File: src/rtl/mem_arbiter.sv
// mem_arbiter: shares one memory port between instruction fetch and data access.
// Ports: IF_* and DM_* request/ack pairs, MEM_* shared-memory port, BUSY, OWNER_DM.
module mem_arbiter #(
  parameter int ADDR_W  = 64,
  parameter int DATA_W  = 64,
  parameter int MEM_LAT = 1
) (
  input  logic              CLK,
  input  logic              RST,
  input  logic              IF_REQ,
  input  logic [ADDR_W-1:0] IF_ADDR,
  output logic              IF_ACK,
  output logic [DATA_W-1:0] IF_RDATA,
  input  logic              DM_REQ,
  input  logic              DM_WE,
  input  logic [ADDR_W-1:0] DM_ADDR,
  input  logic [DATA_W-1:0] DM_WDATA,
  output logic              DM_ACK,
  output logic [DATA_W-1:0] DM_RDATA,
  output logic [ADDR_W-1:0] MEM_ADDR,
  output logic [DATA_W-1:0] MEM_WDATA,
  output logic              MEM_WR,
  input  logic [DATA_W-1:0] MEM_RDATA,
  output logic              BUSY,
  output logic              OWNER_DM
);

  typedef enum logic [1:0] {
    IDLE,
    ACCESS,
    RESP
  } state_t;

  localparam logic [3:0] LAT = 4'(MEM_LAT);

  state_t            r_state;
  state_t            w_next;
  logic              r_owner;
  logic              r_last_dm;
  logic              r_we;
  logic [ADDR_W-1:0] r_addr;
  logic [DATA_W-1:0] r_wdata;
  logic [DATA_W-1:0] r_if_rdata;
  logic [DATA_W-1:0] r_dm_rdata;
  logic [3:0]        r_cnt;
  logic              w_start;
  logic              w_grant_dm;
  logic              w_last;
  logic              w_busy;

  assign w_start    = IF_REQ | DM_REQ;
  // on a tie, the side that did not win last time gets the bus
  assign w_grant_dm = DM_REQ & (~IF_REQ | ~r_last_dm);
  assign w_last     = (r_cnt == 4'd1);
  assign w_busy     = (r_state != IDLE);

  assign BUSY     = w_busy;
  assign OWNER_DM = w_busy & r_owner;
  assign IF_RDATA = r_if_rdata;
  assign DM_RDATA = r_dm_rdata;

  always_comb begin
    w_next    = r_state;
    MEM_ADDR  = '0;
    MEM_WDATA = '0;
    MEM_WR    = 1'b0;
    IF_ACK    = 1'b0;
    DM_ACK    = 1'b0;
    unique case (r_state)
      IDLE: begin
        if (w_start) w_next = ACCESS;
      end
      ACCESS: begin
        MEM_ADDR  = r_addr;
        MEM_WDATA = r_wdata;
        // write strobe only while the counter still holds its load value
        MEM_WR    = r_we & (r_cnt == LAT);
        if (w_last) w_next = RESP;
      end
      RESP: begin
        IF_ACK = ~r_owner;
        DM_ACK = r_owner;
        w_next = IDLE;
      end
      default: w_next = IDLE;
    endcase
  end

  always_ff @(posedge CLK or negedge RST) begin
    if (!RST) begin
      r_state    <= IDLE;
      r_owner    <= 1'b0;
      r_last_dm  <= 1'b1;
      r_we       <= 1'b0;
      r_addr     <= '0;
      r_wdata    <= '0;
      r_if_rdata <= '0;
      r_dm_rdata <= '0;
      r_cnt      <= '0;
    end else begin
      r_state <= w_next;
      unique case (r_state)
        IDLE: begin
          if (w_start) begin
            r_owner   <= w_grant_dm;
            r_last_dm <= w_grant_dm;
            r_we      <= w_grant_dm & DM_WE;
            r_addr    <= w_grant_dm ? DM_ADDR : IF_ADDR;
            r_wdata   <= w_grant_dm ? DM_WDATA : '0;
            r_cnt     <= LAT;
          end
        end
        ACCESS: begin
          r_cnt <= r_cnt - 4'd1;
          if (w_last && !r_we) begin
            if (r_owner) r_dm_rdata <= MEM_RDATA;
            else         r_if_rdata <= MEM_RDATA;
          end
        end
        default: ;
      endcase
    end
  end

endmodule

File: config.mk
export PLATFORM = sky130hd
export DESIGN_NAME = mem_arbiter
export DESIGN_NICKNAME = d
export VERILOG_FILES = /design/src/rtl/mem_arbiter.sv
export SDC_FILE = /design/constraint.sdc
export NUM_CORES = 1
export LEC_CHECK = 0
export CAP_MARGIN = 20
export CORE_AREA = 2 2 205 207
export CTS_BUF_LIST = sky130_fd_sc_hd__clkbuf_16
export DETAILED_ROUTE_END_ITERATION = 8
export DIE_AREA = 0 0 207 209
export PLACE_DENSITY = 0.55
export SLEW_MARGIN = 10
export SYNTH_ARGS = -nofsm -noshare
export SYNTH_HDL_FRONTEND = slang
export SYNTH_SLANG_ARGS = --single-unit
File: constraint.sdc
create_clock -name CLK -period 1.74 [get_ports CLK]
set_input_delay 0.348 -clock CLK [delete_from_list [all_inputs] [get_ports CLK]]
set_output_delay 0.348 -clock CLK [all_outputs]
set_load 0.05 [all_outputs]
==> After elaboration in Yosys (flattened, before gate mapping) <==
Cells that the tools add are included.
{ "word_totals": {"mem_bits_rw": 0, "output_inout_bits": 261, "latch_bits": 0, "regBits": 265, "n_memories": 0, "rom_bits": 0, "elab_cells": 46} }
{ "classes": {"muxes": 12, "shift": 0, "bitwise": 9, "n_mul": 0, "n_eq_ne": 5, "reduce_logical": 10, "n_lt_le_gt_ge": 0, "n_addsub": 1, "div_mod_pow": 0} }
{ "ops": {"columns": ["operator", "count"], "rows": [
  ["2-to-1 mux 64 bit", 4],
  ["case mux 4 bit (2 select lines)", 1],
  ["AND reduction 2 bit", 3],
  ["AND reduction 3 bit", 2],
  ["bitwise AND 1 bit", 4],
  ["== test 4 x 1 -> 1 bit (second input constant)", 1],
  ["2-to-1 mux 2 bit", 2],
  ["2-to-1 mux 4 bit", 1],
  ["inequality test 2 bit (second input constant)", 2],
  ["case mux 2 bit (2 select lines)", 1],
  ["nonzero test 2 bit", 2],
  ["subtractor 4 x 1 -> 4 bit (second input constant)", 1],
  ["2-to-1 mux 1 bit", 3],
  ["inverter 1 bit", 3],
  ["== test 2 x 1 -> 1 bit (second input constant)", 1],
  ["== test 2 bit (second input constant)", 1],
  ["zero test 2 bit", 1],
  ["OR 1 bit", 2],
  ["logical AND 1 bit", 1],
  ["zero test 1 bit", 1]
]} }

==> Depth between registers and ports, before layout <==
Gate-level depths: netlist (run 1).
{ "depth": {"ltp_word": 4, "mapped_depth": 7} }

==> Worst setup path before layout (run 1) <==
No wires, ideal clock.
{ "synth_timing": {"kind": "reg2out", "start": "register r_state[0]", "end": "output MEM_ADDR[0]", "arrival_ns": 1.595, "t_required_ns": 1.392, "stages_incl_launch_ff": 6, "path_buffers": 3, "slack_ns": -0.203, "cell_sequence": "dfrtp_1 > nor2b_1 > buf_2 > clkbuf_1 > clkbuf_1 > and2_1"} }
{ "synth_between": {"elab_chain_len": 2} }
{ "synth_rtl": {"columns": ["item", "line_no", "source"], "rows": [
  ["start: declaration", "36", "state_t r_state;"],
  ["start signal: assignment", "101", "r_state <= w_next;"],
  ["== test 2 x 1 -> 1 bit", "69", "unique case (r_state)"],
  ["2-to-1 mux 64 bit", "69", null],
  ["end: declaration", "20", "output logic [ADDR_W-1:0] MEM_ADDR,"]
]} }
Every way passes these cells.

==> Worst setup path in the final report (run 1) <==
{ "layout_timing": {"start": "register r_state[1]", "end": "output MEM_ADDR[14]"} }
The elaborated chain is that of the path after synthesis.

==> results of run 1 <==
-- cell usage after synthesis (2+ instances only) --
library cell and n:
sky130_fd_sc_hd__buf_2 19, sky130_fd_sc_hd__a21o_1 2, sky130_fd_sc_hd__mux2_2 123, sky130_fd_sc_hd__buf_1 3, sky130_fd_sc_hd__nor2b_1 2, sky130_fd_sc_hd__nor2_1 5
sky130_fd_sc_hd__clkbuf_1 50, sky130_fd_sc_hd__and2_1 130, sky130_fd_sc_hd__a31oi_1 64, sky130_fd_sc_hd__nor3_1 2, sky130_fd_sc_hd__buf_6 6, sky130_fd_sc_hd__dfrtp_1 264
sky130_fd_sc_hd__o22ai_1 2, sky130_fd_sc_hd__inv_1 3, sky130_fd_sc_hd__a22o_1 65, sky130_fd_sc_hd__mux2_1 5, sky130_fd_sc_hd__a21oi_1 65, sky130_fd_sc_hd__nand2_1 131
sky130_fd_sc_hd__ha_1 2
-- per-stage QoR --
| stage | area (µm²) | std cells | power (mW) | hold WS, ps |
|---|---|---|---|---|
| 2_1_floorplan | 11400 | 958 | 29.0 | 52.4 |
| 3_5_place_dp | 18700 | 2000 | 43.5 | 217 |
| 5_1_grt | 20600 | 2087 | 54.2 | 228 |
| 3_3_place_gp | 18700 | 2000 | 43.2 | 217 |
| 4_1_cts | 20200 | 2074 | 51.2 | 202 |
| 6_report | 20600 | 2087 | 51.9 | 227 |
-- path summary, 6_finish.rpt --
check / end / slack, ps / cells after the start
setup reg to reg: DM_RDATA[42]$_DFFE_PN0P_ / -270 / 10
min in group CLK: r_addr[1]$_DFFE_PN0P_ / 350 / 3
hold reg to reg: r_wdata[3]$_DFFE_PN0P_ / 490 / 1
max in group asynchronous: r_addr[58]$_DFFE_PN0P_ / 800 / 3
hold / removal: r_addr[41]$_DFFE_PN0P_ / 230 / 2
setup / recovery: MEM_ADDR[14] / -450 / 6
-- cells by family after synthesis --
logic type,Yosys count
DFF,265
muxes,128
and+or+nand+nor,279
xor gates and xnor gates,2
AOI/OAI and AO/OA,201
adders and majority gates,2
buffers and inverters,81
-- power by group --
group	switching, mW	leakage, nW	internal (mW)	total (mW)
Combinational	19.3	5.59	15.7	34.9
Clock	2.53	0.475	3.32	5.85
Sequential	1.71	3.15	9.35	11.1
Total	23.5	9.22	28.3	51.9
-- sequential cells by signal (all words and copies together) (netlist names) --
register   flops
DM_RDATA      64
IF_RDATA      64
r_addr        64
r_cnt          4
r_last_dm      1
r_owner        1
r_state        2
r_wdata       64
r_we           1
-- area by class of cell --
type,instances,area share
inverter,3,0.000548
clock inverter,22,0.00572
sequential,265,0.323
multi-input combinational,612,0.228
timing repair buffer,615,0.372
clock buffer,31,0.0377
tap,539,0.0328
-- timing repair --
action | CTS | global route
gates resized for setup | 96 | 63
pin swaps | 11 | 9
endpoints found under the setup margin | 247 | 365
endpoints found under the hold margin | 94 | 0
cloned | 6 | 14
setup buffers | 15 | 10
hold buffers | 1 | 0
-- layer usage --
metal	vias up	share of wire	track usage
li1	4484	-	-
met1	4773	0.40	0.230
met2	415	0.49	0.315
met3	53	0.081	0.0561
met4	2	0.019	0.0441
met5	-	0.00030	0
==> out/summary.md, run 1 <==
• finished with violations — status
• negative setup slack — violations in the final reports
• 3 — clock tree buffer depth
• yes — TritonCTS clock tree
• buffers and inverters — kind of cell adding the most delay to the critical path
• 522 — I/O Pins
• 6630 µm² — area taken by flip-flops and latches
• flip-flop to primary output — WS Path Type
• r_cnt[1]$_DFFE_PN0P_ — worst flop-to-flop path startpoint
• 0 — DR DRC count
• 3,691 — Layout fillers
• 0.498 — Final Util
• 4 — WP buf/inv
• -447 ps — Worst Slack Setup Final
• primary input to asynchronous set/reset pin — worst hold-check path type
• 1840 ps — data arrival time at the worst-slack endpoint
• 29,900 µm — post-detailed-placement half-perimeter wirelength
• 0.587 — Yosys top cell area share
• 1.26 — final cycle utilization of the critical path
• 0 — pins over their slew limit
• 31 — CTS buffer count
• 0.801 — Routability Congestion
• 43,300 µm² — Die ar.
• sky130_fd_sc_hd__clkbuf_16 — Clock Root Buffer
• 62,800 µm — wire length of the first global-routing pass
• 420 ps — delay contributed by the slowest stage of the critical path
• primary output — Critical Path End Type
• 4690 µm² — multi-input gate area in the final layout
• 11.7 µm² — Avg Synthesized Cell Area
• true — unrepaired setup endpoints after global routing
• sky130_fd_sc_hd__dfrtp_1 — prevailing post-synth register cell
• 497 ps — transition time at the pin with the least slew margin
• 11.6 ps — Worst Skew
• 265 — post-synthesis sequential element count
• 4 — iteration count of the initial detailed-routing pass
• 265 — clock tree sinks
• 0.669 — Max-slew headroom
• 82.6% — Syn-to-layout area delta
• 261 — final setup violation count
• 0.128 — mux contribution to synthesized area
• 0 — Ys Warns
• 9,727 — total number of vias
• sky130_fd_sc_hd__buf_12 — Top cell by count, worst path
• 43,200 µm — routed wire length
• r_state[1]$_DFFE_PN0P_ — worst setup path startpoint
• 0.589 — share of the yosys chip area belonging to registers
• 1 — H-tree level count
• 521 — port bufs
• 958 — Post-Synthesis Cells
• 207 µm — width of the chip
• 1,221 — net count after synthesis
• 9.22 nW — Pleak
• 0 — max-capacitance violation count
• 0.419 — share of final-layout standard cells stronger than drive strength 1
• -153 ps — worst setup slack after placement
• 0.00156 — xor/xnor share of the synthesized area
• 209 µm — Vert. Die Dim
• sky130_fd_sc_hd__dfrtp_1 — worst-path cell with the longest stage delay
• 0.00222 — post-synthesis adder-cell area fraction
• nor2b_4 > buf_12 > buf_6 > buf_8 > and2_4 > buf_12 — ordered cell list for the critical path
• 77 — largest net degree at the start of global routing
• 264 x sky130_fd_sc_hd__dfrtp_1, 259 x sky130_fd_sc_hd__clkdlybuf4s50_1, 160 x sky130_fd_sc_hd__buf_12 — top library cells by usage in the layout, fill and taps aside
• 457 MHz — FMAX
• flip-flop — type of element launching the critical path
• 0 — post-route ant nets
• 8 — critical path fanouts, max
• 11,300 µm² — Mapped Area
• 1,791 — nets
• 60 ps — post-CTS clock slew at the launch and capture registers of the worst setup and hold paths
• sky130_fd_sc_hd__dfrtp_1 — commonest non-fill, non-tap cell in the layout
• 10,100 — via count of the first global-routing pass
• 41,300 µm² — area of the core region
• sky130_fd_sc_hd__dfrtp_1 59%, sky130_fd_sc_hd__mux2_2 12%, sky130_fd_sc_hd__and2_1 7.2% — cells taking the most area after synthesis
• 0.126 — simple logic cell fraction of the synthesized area
• 1390 ps — worst path required time
• 0 — total count of hold-check failures in the final report
• 1180 µV — worst ir drop on vdd
• 75 — standard-cell rows
• 4.66 — routed via count divided by cell count
• 0 — final global-route overflow total
• -69,270 ps — total negative slack
• 0.273 — effective utilization at floorplan
• 550 ps — Clock Latency Late Sink
• 0 — EDFF count, synth
• 0.185 — All-Layer GR Usage
• 410 — initial drt markers
• 2520 nW/µm² — total power per unit cell area
• sky130_fd_sc_hd__dfrtp_1 — Synth area leader
• 2190 ps — post-route minimum period
• 34 — number of distinct standard cells referenced by the synthesized netlist
• 0 — diode insertion count for antenna repair
• 1 — antenna violations before repair
• 0.120 — synthesized-area fraction occupied by ao, oa, aoi and oai cells
• 20.7 µm — detailed-route wire length per cell
• multiplexers — largest family of logic cells by synthesized area
• 1.00 — ys async rst share
No activity file was read; power rests on OpenSTA's default activity.
==> inputs of run 2 (changes only) <==
--- a/config.mk
+++ b/config.mk
@@ -10,7 +10,7 @@
 export CTS_BUF_LIST = sky130_fd_sc_hd__clkbuf_16
 export DETAILED_ROUTE_END_ITERATION = 8
 export DIE_AREA = 0 0 207 209
-export PLACE_DENSITY = 0.55
+export PLACE_DENSITY = 0.53
 export SLEW_MARGIN = 10
 export SYNTH_ARGS = -nofsm -noshare
 export SYNTH_HDL_FRONTEND = slang
==> constraint.sdc (replaced) <==
create_clock -name CLK -period 2.25 [get_ports CLK]
set_input_delay 0.45 -clock CLK [delete_from_list [all_inputs] [get_ports CLK]]
set_output_delay 0.45 -clock CLK [all_outputs]
set_load 0.05 [all_outputs]
==> out/summary.md, run 2 (synthesis results as in run 1) <==
• finished with violations — status, unchanged
• negative setup slack — violations in the final reports, unchanged
• primary input to asynchronous set/reset pin — worst hold-check path type, unchanged
• sky130_fd_sc_hd__clkdlybuf4s50_1 — commonest non-fill, non-tap cell in the layout, was sky130_fd_sc_hd__dfrtp_1
• 0 — max-capacitance violation count, unchanged
• 0.622 — Max-slew headroom, was 0.669
• 3,816 — Layout fillers, was 3,691
• 32 — final setup violation count, was 261
• flip-flop to primary output — WS Path Type, unchanged
• 207 µm — width of the chip, unchanged
• 8.56 nW — Pleak, was 9.22 nW
• sky130_fd_sc_hd__buf_12 — Top cell by count, worst path, unchanged
• 0.0601 — met3 global-route usage, was 0.0561
• 4.66 — routed via count divided by cell count, about the same
• nor2b_4 > buf_6 > buf_12 > buf_16 > and2_4 > buf_12 — ordered cell list for the critical path, was nor2b_4 > buf_12 > buf_6 > buf_8 > and2_4 > buf_12
• 0.787 — Routability Congestion, was 0.801
• r_state[1]$_DFFE_PN0P_ — worst setup path startpoint, unchanged
• 2 — antenna violations before repair, was 1
• -408 ps — total negative slack, was -69,270 ps
• 550 ps — Clock Latency Late Sink, about the same
• 1,738 — nets, was 1,791
• 411 ps — tightest hold margin, was 227 ps
• buffers and inverters — kind of cell adding the most delay to the critical path, unchanged
• 1 — H-tree level count, unchanged
• -32.0 ps — Worst Slack Setup Final, was -447 ps
• 0.293 — share of final-layout standard cells stronger than drive strength 1, was 0.419
• 1800 ps — worst path required time, was 1390 ps
• 0.214 — routing usage on met1, was 0.230
• 0.316 — GR Util met2, was 0.315
• 31 — CTS buffer count, unchanged
• 438 MHz — FMAX
• 375 x sky130_fd_sc_hd__clkdlybuf4s50_1, 263 x sky130_fd_sc_hd__dfrtp_1, 145 x sky130_fd_sc_hd__buf_12 — top library cells by usage in the layout, fill and taps aside, was 264 x sky130_fd_sc_hd__dfrtp_1, 259 x sky130_fd_sc_hd__clkdlybuf4s50_1, 160 x sky130_fd_sc_hd__buf_12
• 0 — post-route ant nets, unchanged
• 420 ps — delay contributed by the slowest stage of the critical path, about the same
• 4 — iteration count of the initial detailed-routing pass, unchanged
• 0.273 — effective utilization at floorplan, unchanged
• primary output — Critical Path End Type, unchanged
• 973 µV — worst ir drop on vdd, was 1180 µV
• yes — TritonCTS clock tree, unchanged
• 1830 ps — data arrival time at the worst-slack endpoint, was 1840 ps
• 522 — I/O Pins, unchanged
• true — unrepaired setup endpoints after global routing, unchanged
• 521 — port bufs, unchanged
• 438 — initial drt markers, was 410
• 2,039 — count of placed standard cells in the final layout, fillers left out, was 2,087
• met2 — most utilized layer in the global route result, unchanged
• 60 ps — post-CTS clock slew at the launch and capture registers of the worst setup and hold paths, about the same
• 19.9 µm — detailed-route wire length per cell, was 20.7 µm
• 566 ps — transition time at the pin with the least slew margin, was 497 ps
• 75 — standard-cell rows, unchanged
• sky130_fd_sc_hd__dfrtp_2 — worst-path cell with the longest stage delay, was sky130_fd_sc_hd__dfrtp_1
• 0 — total count of hold-check failures in the final report, unchanged
• 0 — final global-route overflow total, unchanged
• 0 — DR DRC count, unchanged
• 41,300 µm² — area of the core region, unchanged
• 77.1% — Syn-to-layout area delta, was 82.6%
• r_cnt[0]$_DFFE_PN0P_ — worst flop-to-flop path startpoint, was r_cnt[1]$_DFFE_PN0P_
• 1.01 — final cycle utilization of the critical path
• 3 — clock tree buffer depth, unchanged
• sky130_fd_sc_hd__clkbuf_16 — Clock Root Buffer, unchanged
• 1960 nW/µm² — total power per unit cell area, was 2520 nW/µm²
• 0.483 — Final Util, was 0.498
• 10.1 ps — Worst Skew, was 11.6 ps
• 0.181 — All-Layer GR Usage, was 0.185
• 9,499 — total number of vias, was 9,727
• 4 — WP buf/inv, unchanged
• 9,702 — via count of the first global-routing pass, was 10,100
• flip-flop — type of element launching the critical path, unchanged
• 61,300 µm — wire length of the first global-routing pass, was 62,800 µm
• 28,700 µm — post-detailed-placement half-perimeter wirelength, was 29,900 µm
• 43,300 µm² — Die ar., unchanged
• 7 — critical path fanouts, max, was 8
• 2280 ps — post-route minimum period
• 1,969 — Cells after DPL, was 2,000
• 0 — pins over their slew limit, unchanged
• 40,600 µm — routed wire length, was 43,200 µm
• 68 — largest net degree at the start of global routing, was 77
• 265 — clock tree sinks, unchanged
• 209 µm — Vert. Die Dim, unchanged
==> run 2: path summary, 6_finish.rpt <==
path	cells past startpoint	endpoint	slack, ps
setup reg to reg	6	DM_RDATA[53]$_DFFE_PN0P_	260
hold reg to reg	1	DM_RDATA[56]$_DFFE_PN0P_	500
max in group asynchronous	3	r_last_dm$_DFFE_PN1P_	1150
min in group CLK	3	r_addr[58]$_DFFE_PN0P_	450
setup / recovery	6	MEM_ADDR[54]	-30
hold / removal	2	DM_RDATA[18]$_DFFE_PN0P_	410
==> run 2: repair_timing <==
action	4_1_cts	5_1_grt
hold buffers	1	0
endpoints found under the setup margin	134	136
hold endpoints to repair	39	0
cloned	3	2
pin swaps	19	14
setup buffers	6	0
resized for setup	93	14
==> run 2: per-layer routing <==
layer	vias to the layer above	share of wire
li1	4381	-
met1	4683	0.39
met2	386	0.50
met3	47	0.087
met4	2	0.018
met5	-	0.00032
==> run 2: where the power goes <==
group	switching, mW	internal, mW	total, mW
Clock	2.02	2.83	4.85
Sequential	1.29	7.23	8.52
Combinational	14.4	11.3	25.8
==> run 2: stage by stage <==
| step | cell area [µm²] | power (mW) | setup slack, ps |
|---|---|---|---|
| after floorplan | 11300 | 22.1 | 205 |
| after global placement | 18500 | 32.8 | 169 |
| after detailed placement | 18500 | 33.0 | 173 |
| after CTS | 19800 | 39.4 | -71.8 |
| after global routing | 19900 | 40.9 | -101 |
| final | 19900 | 39.1 | -32.0 |
==> run 2: area by class of cell <==
class | instances | area, µm² | area share
inverters | 3 | 11.3 | 0.000565
clock buffers | 31 | 776 | 0.0389
flip-flops and latches | 265 | 6630 | 0.333
repair buffers | 562 | 7120 | 0.357
well taps | 539 | 674 | 0.0338
diodes | 1 | 2.50 | 0.000126
clock inverters | 26 | 200 | 0.0100
multi-input cells | 612 | 4510 | 0.226
==> inputs of run 3 (changes only) <==
--- a/config.mk
+++ b/config.mk
@@ -10,6 +10,7 @@
 export CTS_BUF_LIST = sky130_fd_sc_hd__clkbuf_16
 export DETAILED_ROUTE_END_ITERATION = 8
 export DIE_AREA = 0 0 207 209
+export GPL_TIMING_DRIVEN = 0
 export PLACE_DENSITY = 0.53
 export SLEW_MARGIN = 10
 export SYNTH_ARGS = -nofsm -noshare
==> out/summary.md, run 3 (synthesis results as in run 1) <==
• primary output — Critical Path End Type, unchanged
• 20.5 µm — detailed-route wire length per cell, was 19.9 µm
• 9,682 — total number of vias, was 9,499
• 200 ps — reg-to-reg setup timing slack, was 260 ps
• 75 — standard-cell rows, unchanged
• primary input to flip-flop — worst hold-check path type, was primary input to asynchronous set/reset pin
• 3 — cell depth of the worst min-delay path
• 0 — post-route ant nets, unchanged
• 10,400 — via count of the first global-routing pass, was 9,702
• 2410 ps — post-route minimum period, was 2280 ps
• 4 — WP buf/inv, unchanged
• 3 — clock tree buffer depth, unchanged
• 0 — final global-route overflow total, unchanged
• 43,300 µm² — Die ar., unchanged
• flip-flop to primary output — WS Path Type, unchanged
• 0.193 — All-Layer GR Usage, was 0.181
• 521 — port bufs, unchanged
• 8.68 nW — Pleak, was 8.56 nW
• buffers and inverters — kind of cell adding the most delay to the critical path, unchanged
• 1,804 — nets, was 1,738
• sky130_fd_sc_hd__clkbuf_16 — Top cell by count, worst path, was sky130_fd_sc_hd__buf_12
• 0.566 — Max-slew headroom, was 0.622
• 19,700 µm² — finished layout cell area, was 19,900 µm²
• 3270 µm — met3 WL, was 3540 µm
• 41,300 µm² — area of the core region, unchanged
• -1200 ps — worst setup slack after placement, was 173 ps
• 1960 nW/µm² — total power per unit cell area, about the same
• 209 µm — Vert. Die Dim, unchanged
• yes — TritonCTS clock tree, unchanged
• 3,866 — Layout fillers, was 3,816
• negative setup slack — violations in the final reports, unchanged
• 65,100 µm — wire length of the first global-routing pass, was 61,300 µm
• 43,100 µm — routed wire length, was 40,600 µm
• 31 — CTS buffer count, unchanged
• 0.476 — Final Util, was 0.483
• finished with violations — status, unchanged
• 0 — DR DRC count, unchanged
• 60 ps — post-CTS clock slew at the launch and capture registers of the worst setup and hold paths, about the same
• 1800 ps — worst path required time, about the same
• 1960 ps — data arrival time at the worst-slack endpoint, was 1830 ps
• 21,900 µm — Detail Route met2 WL, was 20,400 µm
• true — unrepaired setup endpoints after global routing, unchanged
• 4.61 — routed via count divided by cell count, was 4.66
• 0.787 — Routability Congestion, about the same
• 0 — max-capacitance violation count, unchanged
• 74.7% — Syn-to-layout area delta, was 77.1%
• IF_ADDR[36] — launch point of the worst hold path
• 570 ps — Clock Latency Late Sink, was 550 ps
• 450 ps — delay contributed by the slowest stage of the critical path, was 420 ps
• sky130_fd_sc_hd__dfrtp_2 — worst-path cell with the longest stage delay, unchanged
• r_state[1]$_DFFE_PN0P_ — worst setup path startpoint, unchanged
• DM_RDATA[24]$_DFFE_PN0P_ — R2R Path End, was DM_RDATA[53]$_DFFE_PN0P_
• sky130_fd_sc_hd__clkbuf_16 — Clock Root Buffer, unchanged
• 6 — critical path fanouts, max, was 7
• 416 MHz — FMAX, was 438 MHz
• 29.5 ps — Worst Skew, was 10.1 ps
• 4 — iteration count of the initial detailed-routing pass, unchanged
• 17,300 µm — met1 layer wirelength in the final routing, was 15,900 µm
• flip-flop — type of element launching the critical path, unchanged
• 522 — I/O Pins, unchanged
• 324 — initial drt markers, was 438
• r_addr[36]$_DFFE_PN0P_ — hold-critical path endpoint
• 1 — H-tree level count, unchanged
• -156 ps — Worst Slack Setup Final, was -32.0 ps
• 265 — clock tree sinks, unchanged
• 129 — final setup violation count, was 32
• 1.07 — final cycle utilization of the critical path, was 1.01
• 7 — worst r2r path cells, was 6
• 986 µV — worst ir drop on vdd, was 973 µV
• 0.273 — effective utilization at floorplan, unchanged
• 1 — antenna violations before repair, was 2
• 0 — total count of hold-check failures in the final report, unchanged
• 207 µm — width of the chip, unchanged
• 0.310 — share of final-layout standard cells stronger than drive strength 1, was 0.293
• 0 — pins over their slew limit, unchanged
• sky130_fd_sc_hd__clkdlybuf4s50_1 — commonest non-fill, non-tap cell in the layout, unchanged
• 4550 µm² — multi-input gate area in the final layout, was 4510 µm²
• 651 ps — transition time at the pin with the least slew margin, was 566 ps
• 31,800 µm — post-detailed-placement half-perimeter wirelength, was 28,700 µm
• r_cnt[0]$_DFFE_PN0P_ — worst flop-to-flop path startpoint, unchanged
• 17,200 µm² — Placement Cell Area, was 18,500 µm²
• nor2b_4 > buf_6 > clkbuf_16 > clkbuf_16 > and2_4 > buf_8 — ordered cell list for the critical path, was nor2b_4 > buf_6 > buf_12 > buf_16 > and2_4 > buf_12
• 100 — largest net degree at the start of global routing, was 68
• 6640 µm² — area taken by flip-flops and latches, was 6630 µm²
• met4 — top routing layer used, was met5
• 361 x sky130_fd_sc_hd__clkdlybuf4s50_1, 262 x sky130_fd_sc_hd__dfrtp_1, 131 x sky130_fd_sc_hd__nand2_1 — top library cells by usage in the layout, fill and taps aside, was 375 x sky130_fd_sc_hd__clkdlybuf4s50_1, 263 x sky130_fd_sc_hd__dfrtp_1, 145 x sky130_fd_sc_hd__buf_12
[run 3: cell count changes in the layout (fill, tap and decap cells not counted), moves of 20 or more]
cell	before	now
sky130_fd_sc_hd__buf_12	145	10
sky130_fd_sc_hd__buf_8	1	108
sky130_fd_sc_hd__buf_6	1	38
sky130_fd_sc_hd__clkbuf_1	0	35
sky130_fd_sc_hd__and2_4	83	104
sky130_fd_sc_hd__and2_1	46	26
[run 3: worst max-delay path by stage]
stage	endpoint	cells past startpoint
after CTS	MEM_ADDR[21]	6
after global placement	r_addr[56]$_DFFE_PN0P_	1
final	MEM_ADDR[48]	6
after global routing	MEM_WDATA[40]	6
after floorplan	MEM_ADDR[0]	5
after detailed placement	MEM_ADDR[23]	6
[run 3: layout make-up]
type / instances / area share
antenna: 1 / 0.000127
buffer: 75 / 0.0285
timing repair buffer: 553 / 0.319
tap: 539 / 0.0343
clock inverter: 23 / 0.00954
multi-input combinational: 612 / 0.231
inverter: 3 / 0.000573
sequential: 265 / 0.337
clock buffer: 31 / 0.0394
[run 3: per-layer routing]
layer | GRT usage | vias up
met4 | 0.0387 | 0
li1 | - | 4494
met1 | 0.229 | 4765
met2 | 0.346 | 383
met5 | 0 | -
met3 | 0.0577 | 40
[run 3: what timing repair did]
action	4_1_cts	5_1_grt
hold buffers	1	0
resized for setup	1129	136
gates cloned	9	2
pin swaps	29	11
buffers inserted	15	5
setup endpoints to repair	203	207
endpoints found under the hold margin	77	0
[run 3: stage by stage]
stage,power (mW),TNS [ps],hold WS [ps],instances
final,38.6,-12690,443,2102
after CTS,38.1,-18300,411,2099
after floorplan,22.1,0,154,958
after detailed placement,29.8,-135600,482,2020
after global placement,29.7,-3145530,477,2018
after global routing,40.4,-21170,429,2102
[run 3: worst min-delay path, cell delays in order]
cell,delay [ps]
sky130_fd_sc_hd__clkdlybuf4s50_1,400
sky130_fd_sc_hd__nand2_1,60
sky130_fd_sc_hd__a31oi_1,70
[run 3: report_power, final]
group          switching, mW  leakage, nW  internal (mW)
sequential              1.33         3.15           7.23
clock                   2.00        0.500           2.82
combinational           14.6         5.04           10.6
total                   17.9         8.68           20.7
